**config.mk**
```make
export PLATFORM = sky130hd
export DESIGN_NAME = mux_scan_sel
export DESIGN_NICKNAME = d
export VERILOG_FILES = /design/src/rtl/mux_scan_pkg.sv /design/src/rtl/mux_scan_sel_rr_next_en.sv /design/src/rtl/mux_scan_sel.sv
export SDC_FILE = /design/constraint.sdc
export NUM_CORES = 1
export LEC_CHECK = 0
export BUFFER_PORTS_ARGS = -buffer_cell sky130_fd_sc_hd__buf_2
export CORE_ASPECT_RATIO = 1.5
export CORE_MARGIN = 4
export CORE_UTILIZATION = 25
export CTS_BUF_LIST = sky130_fd_sc_hd__clkbuf_8
export CTS_CLUSTER_DIAMETER = 80
export DETAILED_ROUTE_END_ITERATION = 6
export SLEW_MARGIN = 40
export SYNTH_ARGS = -nofsm -noshare
export SYNTH_HDL_FRONTEND = slang
export SYNTH_SLANG_ARGS = --single-unit
```
**constraint.sdc**
```tcl
create_clock -name clk -period 8.5 [get_ports clk]
set_clock_uncertainty 0.05 [all_clocks]
set_input_delay 1.7 -clock clk [delete_from_list [all_inputs] [get_ports clk]]
set_output_delay 1.7 -clock clk [all_outputs]
set_load 0.01 [all_outputs]
```
**src/rtl/mux_scan_pkg.sv**
```systemverilog
// Shared definitions for the scanning channel multiplexer: mode encodings
// and the rotating "next enabled channel" search used for scan targeting.
package mux_scan_pkg;

    localparam logic MODE_MANUAL = 1'b0;
    localparam logic MODE_SCAN   = 1'b1;

    // Upper bound on channel count the search helper can handle.
    localparam int MAX_CH    = 64;
    localparam int MAX_SEL_W = 6;

    typedef struct packed {
        logic                 found;
        logic [MAX_SEL_W-1:0] idx;
        logic                 wrapped;
    } nsi_t;

    // Find the first set bit of mask (n valid bits) walking upward from start
    // and wrapping modulo n. With inclusive=1 the start bit itself is the
    // first candidate; with inclusive=0 the walk begins one above start and
    // ends on start itself, so a lone set bit is found again as a wrap.
    // wrapped flags that the returned index is not above start.
    function automatic nsi_t next_set_idx(
        input logic [MAX_CH-1:0] mask,
        input int                n,
        input int                start,
        input logic              inclusive
    );
        nsi_t r;
        int   first;
        int   last;
        int   j;
        r     = '0;
        first = inclusive ? 0 : 1;
        last  = inclusive ? n - 1 : n;
        for (int off = 0; off <= MAX_CH; off++) begin
            if (!r.found && off >= first && off <= last) begin
                j = start + off;
                if (j >= n) begin
                    j = j - n;
                end
                if (mask[j]) begin
                    r.found   = 1'b1;
                    r.idx     = MAX_SEL_W'(j);
                    r.wrapped = inclusive ? (j < start) : (j <= start);
                end
            end
        end
        return r;
    endfunction

endpackage

```
**src/rtl/mux_scan_sel_rr_next_en.sv**
```systemverilog
// Combinational rotating-priority finder over a channel enable mask.
module rr_next_en
    import mux_scan_pkg::*;
#(
    parameter int NUM_CH    = 8,
    parameter int SEL_W     = 3,
    parameter bit INCLUSIVE = 1'b1
) (
    input  logic [NUM_CH-1:0] mask,
    input  logic [SEL_W-1:0]  start,
    output logic              found,
    output logic [SEL_W-1:0]  idx,
    output logic              wrapped
);

    nsi_t res;

    // Search the mask from start and narrow the result to this channel count.
    always_comb begin
        res     = next_set_idx(MAX_CH'(mask), NUM_CH, int'(start), INCLUSIVE);
        found   = res.found && (int'(res.idx) < NUM_CH);
        idx     = SEL_W'(res.idx);
        wrapped = res.wrapped;
    end

endmodule

```
**src/rtl/mux_scan_sel.sv**
```systemverilog
// Registered N:1 channel multiplexer with valid/ready output and an
// auto-scan mode that dwells a fixed number of accepted samples per
// enabled channel.
module mux_scan_sel
    import mux_scan_pkg::*;
#(
    parameter int NUM_CH = 8,
    parameter int DATA_W = 1,
    parameter int DWELL  = 4,
    parameter int SEL_W  = $clog2(NUM_CH)
) (
    input  logic                     clk,
    input  logic                     rst,
    input  logic                     en,
    input  logic                     mode,
    input  logic [SEL_W-1:0]         sel_in,
    input  logic [NUM_CH-1:0]        ch_mask,
    input  logic [NUM_CH*DATA_W-1:0] din,
    output logic [DATA_W-1:0]        dout,
    output logic [SEL_W-1:0]         dout_ch,
    output logic                     dout_valid,
    input  logic                     dout_ready,
    output logic                     wrap
);

    localparam int              CNT_W      = (DWELL > 1) ? $clog2(DWELL) : 1;
    localparam logic [CNT_W-1:0] DWELL_LAST = CNT_W'(DWELL - 1);

    // Handshake: a sample sits in dout while dout_valid is high and leaves on
    // a cycle where dout_ready is high. The output slot may be refilled in
    // that same cycle, so full throughput is one sample per clock.

    logic [DATA_W-1:0] dout_q,      dout_d;
    logic [SEL_W-1:0]  dout_ch_q,   dout_ch_d;
    logic              dout_valid_q, dout_valid_d;
    logic              wrap_q,      wrap_d;
    logic [SEL_W-1:0]  cur_ch_q,    cur_ch_d;
    logic [CNT_W-1:0]  dwell_q,     dwell_d;
    logic              wrap_pend_q, wrap_pend_d;
    logic              mode_q,      mode_d;

    logic              slot_free;
    logic              mode_chg;
    logic [CNT_W-1:0]  dwell_eff;
    logic              pend_eff;
    logic [SEL_W-1:0]  tgt;
    logic              tgt_valid;
    logic              capture;
    logic [DATA_W-1:0] sample;

    logic              scan_found;
    logic [SEL_W-1:0]  scan_tgt;
    logic              tgt_wrap_unused;
    logic              adv_found_unused;
    logic [SEL_W-1:0]  adv_idx;
    logic              adv_wrap;

    // Scan target: cur_ch if enabled, else the next enabled channel above it.
    rr_next_en #(
        .NUM_CH    (NUM_CH),
        .SEL_W     (SEL_W),
        .INCLUSIVE (1'b1)
    ) u_tgt (
        .mask    (ch_mask),
        .start   (cur_ch_q),
        .found   (scan_found),
        .idx     (scan_tgt),
        .wrapped (tgt_wrap_unused)
    );

    // Advance point: the next enabled channel strictly after the target.
    rr_next_en #(
        .NUM_CH    (NUM_CH),
        .SEL_W     (SEL_W),
        .INCLUSIVE (1'b0)
    ) u_adv (
        .mask    (ch_mask),
        .start   (scan_tgt),
        .found   (adv_found_unused),
        .idx     (adv_idx),
        .wrapped (adv_wrap)
    );

    // Target selection and capture decision; a mode change zeroes the scan
    // bookkeeping before a same-cycle capture sees it.
    always_comb begin
        slot_free = !dout_valid_q || dout_ready;
        mode_chg  = (mode != mode_q);
        dwell_eff = mode_chg ? '0 : dwell_q;
        pend_eff  = mode_chg ? 1'b0 : wrap_pend_q;
        if (mode == MODE_SCAN) begin
            tgt       = scan_tgt;
            tgt_valid = scan_found;
        end else begin
            tgt       = sel_in;
            tgt_valid = (int'(sel_in) < NUM_CH);
        end
        capture = en && slot_free && tgt_valid;
    end

    // Pick the data slice of the target channel.
    always_comb begin
        sample = '0;
        for (int i = 0; i < NUM_CH; i++) begin
            if (int'(tgt) == i) begin
                sample = din[i*DATA_W +: DATA_W];
            end
        end
    end

    // Next-state for output register, dwell counter and wrap tracking.
    always_comb begin
        dout_d       = dout_q;
        dout_ch_d    = dout_ch_q;
        dout_valid_d = dout_valid_q;
        wrap_d       = 1'b0;
        cur_ch_d     = cur_ch_q;
        dwell_d      = dwell_eff;
        wrap_pend_d  = pend_eff;
        mode_d       = mode;
        if (capture) begin
            dout_d       = sample;
            dout_ch_d    = tgt;
            dout_valid_d = 1'b1;
            if (pend_eff) begin
                wrap_d      = 1'b1;
                wrap_pend_d = 1'b0;
            end
            if (mode == MODE_SCAN) begin
                if (dwell_eff == DWELL_LAST) begin
                    dwell_d  = '0;
                    cur_ch_d = adv_idx;
                    if (adv_wrap) begin
                        wrap_pend_d = 1'b1;
                    end
                end else begin
                    dwell_d = dwell_eff + 1'b1;
                end
            end
        end else if (slot_free) begin
            dout_valid_d = 1'b0;
        end
    end

    // State registers; reset discards any held sample immediately.
    always_ff @(posedge clk or posedge rst) begin
        if (rst) begin
            dout_q       <= '0;
            dout_ch_q    <= '0;
            dout_valid_q <= 1'b0;
            wrap_q       <= 1'b0;
            cur_ch_q     <= '0;
            dwell_q      <= '0;
            wrap_pend_q  <= 1'b0;
            mode_q       <= MODE_MANUAL;
        end else begin
            dout_q       <= dout_d;
            dout_ch_q    <= dout_ch_d;
            dout_valid_q <= dout_valid_d;
            wrap_q       <= wrap_d;
            cur_ch_q     <= cur_ch_d;
            dwell_q      <= dwell_d;
            wrap_pend_q  <= wrap_pend_d;
            mode_q       <= mode_d;
        end
    end

    assign dout       = dout_q;
    assign dout_ch    = dout_ch_q;
    assign dout_valid = dout_valid_q;
    assign wrap       = wrap_q;

endmodule

```
==> flow_metrics.tcl <==
set metrics [dict create \
    io_pins 30 \
    synth_edf_count 0 \
    yosysTopAreaCellShare_pct 16.9 \
    synth_area_mm2 0.00293 \
    die_w_um 96.3 \
    dp.final_hpwl_um 7060 \
    port_buffers 29 \
    synth_flop_cell "dfrtp_1" \
    grt_pass1_wl_um 14600 \
    synth_cells 334 \
    synth-seq-cells 13 \
    grt_max_degree 25 \
    grt_usage_pct 13.4 \
    h-tree-depth 1 \
    grt_setup_unrepaired "no" \
    area_growth_pct 10.9 \
    fmax_mhz 143 \
    cts_buffers 3 \
    postCtsSetupRepairBufs 0 \
    hold_path_class "flop to flop" \
    maxCapViolations 0 \
    r2r-end "cur_ch_q[0]" \
    slew_headroom_pct 47.7 \
    cts_max_path_buffers 2 \
    antenna_found_initial 0 \
    num_antenna_cells 0 \
    crit_slowest_cell "a2111oi_0" \
    ff2ff_path_depth 20 \
    ir_drop_uv 50.0 \
    criticalPathCategory "input port to flop" \
    ys_top_cells_by_count "mux2i_1 (26), ha_1 (25), nand2_1 (24), nor2_1 (24), inv_1 (23)" \
    hp-start "dout_ch[1]" \
    outcome "completed" \
    drive_gt1_share_pct 23.4 \
    ctsHoldBuffers 0 \
    synth-seq-area-share_pct 11.1 \
    min_path_cells 1 \
    cp-start-kind "input port" \
    die_y_um 140 \
    final_cells 501 \
    dp_cells 496 \
    cts_tree "built" \
    clock-sinks 13 \
    yosys.area.top_type "mux4_2" \
    clk_pin_slew_worst_paths_ps 50 \
    layout_min_cycle_time_ps 7010 \
    synth.most_common_cell "mux2i_1" \
    path_cells "buf_2, mux2i_1, mux4_2, o2111ai_1, nor4_1, a211o_1, and2_1, inv_4, ha_1, ha_1, nand2_1, nor3_1, mux2_2, a2111oi_0, o211ai_2, nand4_2, nor2_1, a2111oi_0, a211oi_1" \
    r2r_start "cur_ch_q[2]" \
    core_area_mm2 0.0115 \
    grt_pass1_vias 2848 \
    ys_async_sr_fraction_pct 100 \
    cts_root_buf "clkbuf_8" \
    start_util_pct 25.5 \
    rows 48 \
    tns_ps 0 \
    drv_slew 0 \
    dr.first_iter.drc_count 230 \
    rrSetupSlack_ps 1690 \
    worst_pin_slew_ps 775 \
    leakagePower_nw 1.31 \
    synth.area.top_cells "mux4_2 (17%), dfrtp_1 (11%), ha_1 (11%), mux2i_1 (8.9%), mux2_2 (4.2%)" \
    ys_types 64 \
    powerDensity_mw_per_mm2 196 \
    cpPeakStageDelay_ps 550 \
    finalCritPeriodShare_pct 82.4 \
    finalWirelength_um 9000 \
    final-hold-violation-count 0 \
    clk_latency_ps 240 \
    via_per_inst 5.66 \
    syn_area_per_cell_um2 8.76 \
    fin_util_pct 28.3 \
    synthesis.nets 383 \
    place_congestion 0.899 \
    vias 2838 \
    hold_path_end "dout_ch[1]" \
    critical_path.max_fanout 14 \
    drt-pass1-iter-count 5 \
    ant_nets 0 \
    setup_viol 0 \
    grt-ovfl-total 0 \
    drc 0 \
    die-area_mm2 0.0135 \
    cts_resized 0 \
    final_net_count 401 \
    synth_warnings 0 \
    wl_per_cell_um 18.0 \
    crit_arrival_ps 7060 \
    critPathRequiredTime_ps 8560 \
    end_kind "flop" \
]
[final cells by class]
class	instances	area [um^2]
clock inverter	1	3.75
fill	1205	8230
sequential	13	325
inverter	26	100
timing repair buffer	37	203
multi-input combinational	271	2380
clock buffer	3	41.3
tap	150	188
[worst max path at each step]
stage | from | to | slack (ps) | depth (start not counted)
floorplan | ch_mask[2] | cur_ch_q[2] | 1830 | 20
global placement | ch_mask[3] | cur_ch_q[1] | 1420 | 19
detailed placement | ch_mask[3] | cur_ch_q[0] | 1310 | 19
CTS | ch_mask[3] | cur_ch_q[0] | 1560 | 19
global route | cur_ch_q[2] | cur_ch_q[0] | 1120 | 21
finish | ch_mask[3] | cur_ch_q[0] | 1490 | 19
[routing by layer]
layer | up-vias | track usage [%] | part of all wire, %
met5 | - | 0 | 0
met4 | 0 | 5.99 | 4.5
met3 | 31 | 0.967 | 3.5
met2 | 103 | 25.2 | 55
met1 | 1371 | 14.7 | 37
li1 | 1333 | - | -
[state kept, by name (all words and copies together), names as in the netlist]
signal and count:
cur_ch_q 3, dout 1, dout_ch 3, dout_valid 1
dwell_q 2, mode_q 1, wrap 1, wrap_pend_q 1
[worst max-delay path, delay by kind of cell]
kind | cells | cell delay, ps
compound gates | 6 | 1850
buf+inv | 2 | 330
mux | 3 | 1130
fa+ha+maj | 2 | 680
simple gates | 6 | 1370
[power by group]
group	internal (mW)	leakage, nW	switching (mW)
Combinational	0.200	1.12	0.308
Sequential	0.0683	0.165	0.00492
Clock	0.0319	0.0269	0.0213
Total	0.300	1.31	0.334
[placed cells by master, fill, tap and decap left out, drive strengths merged, types with 2 or more instances in the layout]
| cell type | n |
|---|---|
| a31oi | 3 |
| a2111oi | 3 |
| o221ai | 4 |
| a2bb2oi | 2 |
| nor4b | 2 |
| inv | 25 |
| nor3 | 3 |
| clkinv | 2 |
| o211ai | 5 |
| a211oi | 11 |
| nor2b | 2 |
| and3 | 5 |
| o2111ai | 5 |
| o21ai | 15 |
| nand2b | 4 |
| or2 | 3 |
| clkbuf | 4 |
| nor2 | 24 |
| buf | 36 |
| nand2 | 24 |
| nand3 | 9 |
| dfrtp | 13 |
| a32oi | 4 |
| and2 | 4 |
| mux2i | 26 |
| a21oi | 14 |
| ha | 25 |
| o311a | 2 |
| a211o | 3 |
| o31ai | 3 |
| mux2 | 14 |
| o311ai | 3 |
| nor4 | 4 |
| mux4 | 22 |
| xnor2 | 3 |
[through the flow]
stage	hold WS [ps]	total power, mW	setup WS, ps	area [um^2]
floorplan	426	0.449	1830	2930
global placement	441	0.571	1420	3190
detailed placement	447	0.570	1310	3190
CTS	460	0.624	1560	3230
global route	472	0.683	1120	3240
finish	468	0.634	1490	3240
[cell families (layout without fill, tap and decap cells)]
kind of cell / count (synthesis) / count (layout) / share of synthesized area (%)
and+or+nand+nor: 91 / 91 / 15.6
AOI/OAI and AO/OA: 90 / 90 / 22.8
DFF: 13 / 13 / 11.1
xor gates and xnor gates: 3 / 3 / 0.898
muxes: 62 / 62 / 31.4
buffers and inverters: 50 / 67 / 7.61
adders and majority gates: 25 / 25 / 10.7
(Power assumes the default switching activity.)
